**src/rtl/jpeg_block_sequencer.sv**
```systemverilog
// Streams an image into jpeg_top as back-to-back 64-pixel blocks, then drains the encoder
// until its final partial-word flush, and reports completion/error status.
module jpeg_block_sequencer #(
    parameter int unsigned BLK_CNT_W     = 16,
    parameter int unsigned DRAIN_TIMEOUT = 4096,
    parameter int unsigned WORD_CNT_W    = 24
) (
    input  logic                  i_clk,
    input  logic                  i_rst,
    input  logic                  i_start,
    input  logic [BLK_CNT_W-1:0]  i_num_blocks,
    input  logic                  i_pix_valid,
    input  logic [23:0]           i_pix_data,
    output logic                  o_pix_ready,
    output logic                  o_enc_enable,
    output logic [23:0]           o_enc_data,
    output logic                  o_enc_eof,
    input  logic                  i_enc_data_ready,
    input  logic                  i_enc_eof_partial,
    output logic                  o_busy,
    output logic                  o_done,
    output logic                  o_underrun_err,
    output logic                  o_timeout_err,
    output logic [BLK_CNT_W-1:0]  o_block_idx,
    output logic [WORD_CNT_W-1:0] o_word_count
);

    localparam int unsigned TMR_W = (DRAIN_TIMEOUT > 1) ? $clog2(DRAIN_TIMEOUT) : 1;
    localparam logic [TMR_W-1:0]      TMR_LAST = TMR_W'(DRAIN_TIMEOUT - 1);
    localparam logic [TMR_W-1:0]      TMR_ONE  = TMR_W'(1);
    localparam logic [BLK_CNT_W-1:0]  BLK_ONE  = BLK_CNT_W'(1);
    localparam logic [WORD_CNT_W-1:0] WC_ONE   = WORD_CNT_W'(1);

    typedef enum logic [1:0] {
        StIdle,
        StFeed,
        StDrain,
        StDone
    } state_t;

    state_t                r_state;
    logic [BLK_CNT_W-1:0]  r_num_blocks;
    logic [BLK_CNT_W-1:0]  r_block_idx;
    logic [5:0]            r_pix_cnt;
    logic [TMR_W-1:0]      r_timer;
    logic [WORD_CNT_W-1:0] r_word_count;
    logic                  r_enc_enable;
    logic [23:0]           r_enc_data;
    logic                  r_enc_eof;
    logic                  r_done;
    logic                  r_underrun_err;
    logic                  r_timeout_err;

    logic w_last_blk;
    logic w_last_slot;
    logic w_timer_exp;
    logic w_wc_sat;
    logic w_count_word;

    assign w_last_blk   = (r_block_idx == r_num_blocks - BLK_ONE);
    assign w_last_slot  = (r_pix_cnt == 6'd63);
    assign w_timer_exp  = (r_timer == TMR_LAST);
    assign w_wc_sat     = &r_word_count;
    assign w_count_word = i_enc_data_ready && (r_state != StIdle) && !w_wc_sat;

    always_ff @(posedge i_clk or posedge i_rst) begin
        if (i_rst) begin
            r_state        <= StIdle;
            r_num_blocks   <= '0;
            r_block_idx    <= '0;
            r_pix_cnt      <= '0;
            r_timer        <= '0;
            r_word_count   <= '0;
            r_enc_enable   <= 1'b0;
            r_enc_data     <= '0;
            r_enc_eof      <= 1'b0;
            r_done         <= 1'b0;
            r_underrun_err <= 1'b0;
            r_timeout_err  <= 1'b0;
        end else begin
            r_done <= 1'b0;
            if (w_count_word) begin
                r_word_count <= r_word_count + WC_ONE;
            end
            unique case (r_state)
                StIdle: begin
                    r_enc_enable <= 1'b0;
                    r_enc_eof    <= 1'b0;
                    if (i_start) begin
                        if (i_num_blocks != '0) begin
                            r_num_blocks   <= i_num_blocks;
                            r_pix_cnt      <= '0;
                            r_block_idx    <= '0;
                            r_word_count   <= '0;
                            r_underrun_err <= 1'b0;
                            r_timeout_err  <= 1'b0;
                            r_state        <= StFeed;
                        end else begin
                            r_state <= StDone;
                        end
                    end
                end
                StFeed: begin
                    // The encoder cannot stall mid-block, so a missing pixel still uses its slot.
                    r_enc_enable <= 1'b1;
                    r_enc_eof    <= w_last_blk;
                    if (i_pix_valid) begin
                        r_enc_data <= i_pix_data;
                    end else begin
                        r_underrun_err <= 1'b1;
                    end
                    r_pix_cnt <= r_pix_cnt + 6'd1;
                    if (w_last_slot) begin
                        r_block_idx <= r_block_idx + BLK_ONE;
                        if (w_last_blk) begin
                            r_timer <= '0;
                            r_state <= StDrain;
                        end
                    end
                end
                StDrain: begin
                    r_enc_enable <= 1'b1;
                    r_enc_data   <= '0;
                    r_enc_eof    <= 1'b0;
                    r_timer      <= r_timer + TMR_ONE;
                    // A flush arriving on the expiry cycle still counts as success.
                    if (i_enc_eof_partial) begin
                        r_state <= StDone;
                    end else if (w_timer_exp) begin
                        r_timeout_err <= 1'b1;
                        r_state       <= StDone;
                    end
                end
                StDone: begin
                    r_enc_enable <= 1'b0;
                    r_done       <= 1'b1;
                    r_state      <= StIdle;
                end
                default: begin
                    r_state <= StIdle;
                end
            endcase
        end
    end

    assign o_pix_ready    = (r_state == StFeed);
    assign o_busy         = (r_state == StFeed) || (r_state == StDrain);
    assign o_enc_enable   = r_enc_enable;
    assign o_enc_data     = r_enc_data;
    assign o_enc_eof      = r_enc_eof;
    assign o_done         = r_done;
    assign o_underrun_err = r_underrun_err;
    assign o_timeout_err  = r_timeout_err;
    assign o_block_idx    = r_block_idx;
    assign o_word_count   = r_word_count;

endmodule

```
**config.mk**
```make
export PLATFORM = sky130hd
export DESIGN_NAME = jpeg_block_sequencer
export DESIGN_NICKNAME = d
export VERILOG_FILES = /design/src/rtl/jpeg_block_sequencer.sv
export SDC_FILE = /design/constraint.sdc
export NUM_CORES = 1
export LEC_CHECK = 0
export BUFFER_PORTS_ARGS = -buffer_cell sky130_fd_sc_hd__buf_2
export CORE_UTILIZATION = 35
export DETAILED_ROUTE_END_ITERATION = 10
export PLACE_DENSITY = 0.66
export SYNTH_ARGS = -nofsm -noshare
export SYNTH_HDL_FRONTEND = slang
export SYNTH_SLANG_ARGS = --single-unit
```
**constraint.sdc**
```tcl
create_clock -name i_clk -period 8.8 [get_ports i_clk]
set_input_delay 0.44 -clock i_clk [delete_from_list [all_inputs] [get_ports i_clk]]
set_output_delay 0.44 -clock i_clk [all_outputs]
set_load 0.02 [all_outputs]
```
==> run metrics <==
status complete, no violations; Seq pwr share 0.372; Net Sw Frac 0.401; final clock skew 0.00918 ns; vias in the first global route 4308; Hold Crit Class input port to asynchronous set/reset pin; Post-Synth Adder-Cell Area 0.0227; post_cts resized 0; layout cell share with drive strength beyond 1 0.223; Leak 3.15 nW; Core Area 15300 um2; H-tree Lvls 3; top_reg_cell synth dfrtp_1; async set-reset flop share out of synthesis 1.00; Max clock buf depth 2; gpl congestion 0.848; Cell Pwr Density 284 nW/um2; Gate power share 0.391; Internal 1.13 mW; clock-pin slew on the worst setup and hold paths 0.07 ns; postcts setup bufs 0; antenna-violating nets left 0; sequential element share of the synthesized area 0.477; RR Startpoint r_num_blocks[3]; initial DRC count 219; Post-route DRC 0; most frequent cell after synthesis dfrtp_1; Synth top area share 0.477; Synth Area in XOR/XNOR 0.0748; die area 16200 um2; Die X 127 um; fin crit period 3.06 ns; FF-to-FF End r_timer[2]; die height 127 um; clk root buf clkbuf_16; # hold bufs at CTS 0; reported net switching power 0.755 mW; wire per inst 14.7 um; peak supply drop 0.110 mV; CP Class flop to flop; setup TNS 0 ns; RSZ-0062 raised after global routing false; Net Count, Synth 633; Synth top cells by count dfrtp_1 (105), nand2_1 (84), nor2_1 (54); synth top area cells dfrtp_1 (48%), nand2_1 (5.7%), xor2_1 (4.0%), a22o_1 (3.8%), nor2_1 (3.7%); max-cap violation count 0; Total Wirelength 13.2 mm; Cells after DPL 886; clk sinks 105; # IOs 117; final slew viol count 0; Synthesis Warnings 0; Final Hold Viols 0; initial core utilization 0.361; TritonRoute pass-1 iters 4; crit path capture type flop; PortBufs 116; initial antenna violation count 0; area leader, netlist dfrtp_1; worst reg2reg path depth 6; Yosys cell types 64; # setup viols final 0; Synth Area in Compound Gates 0.134; Synth Instances 577; Worst Path Arrival 3.30 ns; Worst R2R Setup Slack 5.74 ns; worst-path maximum fanout 15; fillcell total 1508; ANT cells 0; Slew @ Worst Pin 1.18 ns; Post-synth EDFFs 0; row cnt 45; Num CTS Buffers 9; mux share of post-synthesis cell area 0.0127; Required @ worst endpoint 9.04 ns; routed via count 4586; simple logic cell fraction of the synthesized area 0.250; grt total ovfl 0; GRT Util Overall 0.171; Synth Register Bits 105; Slew HR 0.209; clk_lat worst skew 0.35 ns; Layout Nets 742; Final period util 0.348; Clk network pwr share 0.236; final core utilization 0.434; largest family of logic cells by synthesized area simple AND/OR/NAND/NOR gates; hpwl dp 9.32 mm; Max Clk Rate 0.327 GHz; CTS tree built; area added between synthesis and finish 20.1%; synthesized area 5510 um2; Vias/cell 5.08; syn_area_per_cell 9.54 um2; first-pass GRT wire length 21.9 mm; fin cells 902; startpoint types flop; largest net degree at the start of global routing 61
[final cells by class]
| cell class | instances | area (um2) | area share |
|---|---|---|---|
| clock buffer | 12 | 256 | 0.0388 |
| clock inverter | 4 | 75.1 | 0.0113 |
| inverter | 17 | 66.3 | 0.0100 |
| multi-input combinational | 434 | 2720 | 0.412 |
| sequential | 105 | 2630 | 0.397 |
| tap | 211 | 264 | 0.0399 |
| timing repair buffer | 119 | 603 | 0.0912 |
[cell usage in the layout (no fill, tap or decap), types with 12 or more instances in the layout]
cell and count:
o21ai_0 26, xor2_1 25, inv_1 16, nand4_1 15
nor2_1 54, a22o_1 24, a21oi_1 14, nor4_1 12
nand3_1 29, nand2_1 84, buf_2 116, xnor2_1 22
dfrtp_1 105
[registers in the layout, summed over array words and instances (netlist names)]
| register | cells |
|---|---|
| r_num_blocks | 16 |
| r_timer | 12 |
| o_block_idx | 16 |
| r_state | 2 |
| o_timeout_err | 1 |
| o_word_count | 24 |
| o_enc_data | 24 |
| o_enc_eof | 1 |
| o_done | 1 |
| r_pix_cnt | 6 |
| o_enc_enable | 1 |
| o_underrun_err | 1 |
[worst max-delay path, stage by stage (launching register included)]
cell and delay, ns:
dfrtp_1 0.44, nor4_2 0.76, and4_1 0.30, o2111ai_1 0.18, a2111oi_4 0.40, a41oi_2 0.44
a211o_1 0.42
[routing by layer]
metal | part of all wire | GRT usage | up-vias | wire, um
met5 | 0 | 0 | - | 0
met4 | 0.011 | 0.0441 | 0 | 145
met3 | 0.047 | 0.0456 | 11 | 621
met2 | 0.47 | 0.275 | 103 | 6190
met1 | 0.47 | 0.226 | 2210 | 6290
li1 | - | - | 2262 | -
[cell families after synthesis]
kind of cell | count (synthesis)
xor+xnor | 47
flops | 105
fa+ha+maj | 10
compound gates | 101
buf+inv | 38
simple gates | 269
mux | 7
[per-stage QoR]
step	area [um2]	hold WS, ns	setup WS, ns	power (mW)
2_1_floorplan	5510	0.452	5.60	1.24
3_3_place_gp	6280	0.470	5.83	1.44
3_5_place_dp	6280	0.469	5.76	1.45
4_1_cts	6620	0.249	5.73	1.90
5_1_grt	6620	0.281	5.48	2.01
6_report	6620	0.228	5.74	1.88
[worst max path at each step]
stage                      to       startpoint  cells past startpoint  slack (ns)
4_1_cts            r_timer[2]  r_num_blocks[2]                      6        5.73
5_1_grt            r_timer[8]  r_num_blocks[3]                      7        5.48
2_1_floorplan  o_block_idx[0]            i_rst                      1        5.60
3_3_place_gp       r_timer[2]  r_num_blocks[3]                      6        5.83
3_5_place_dp   o_block_idx[4]  i_num_blocks[3]                      6        5.76
6_report           r_timer[2]  r_num_blocks[3]                      6        5.74
[power by group through the flow]
stage	Combinational [mW]	Sequential, mW	Clock [mW]
final	0.736	0.700	0.445
after global routing	0.817	0.716	0.476
after CTS	0.742	0.699	0.462
after detailed placement	0.739	0.706	0
after global placement	0.729	0.708	0
after floorplan	0.494	0.749	0
Power figures use the tool's default switching activity.
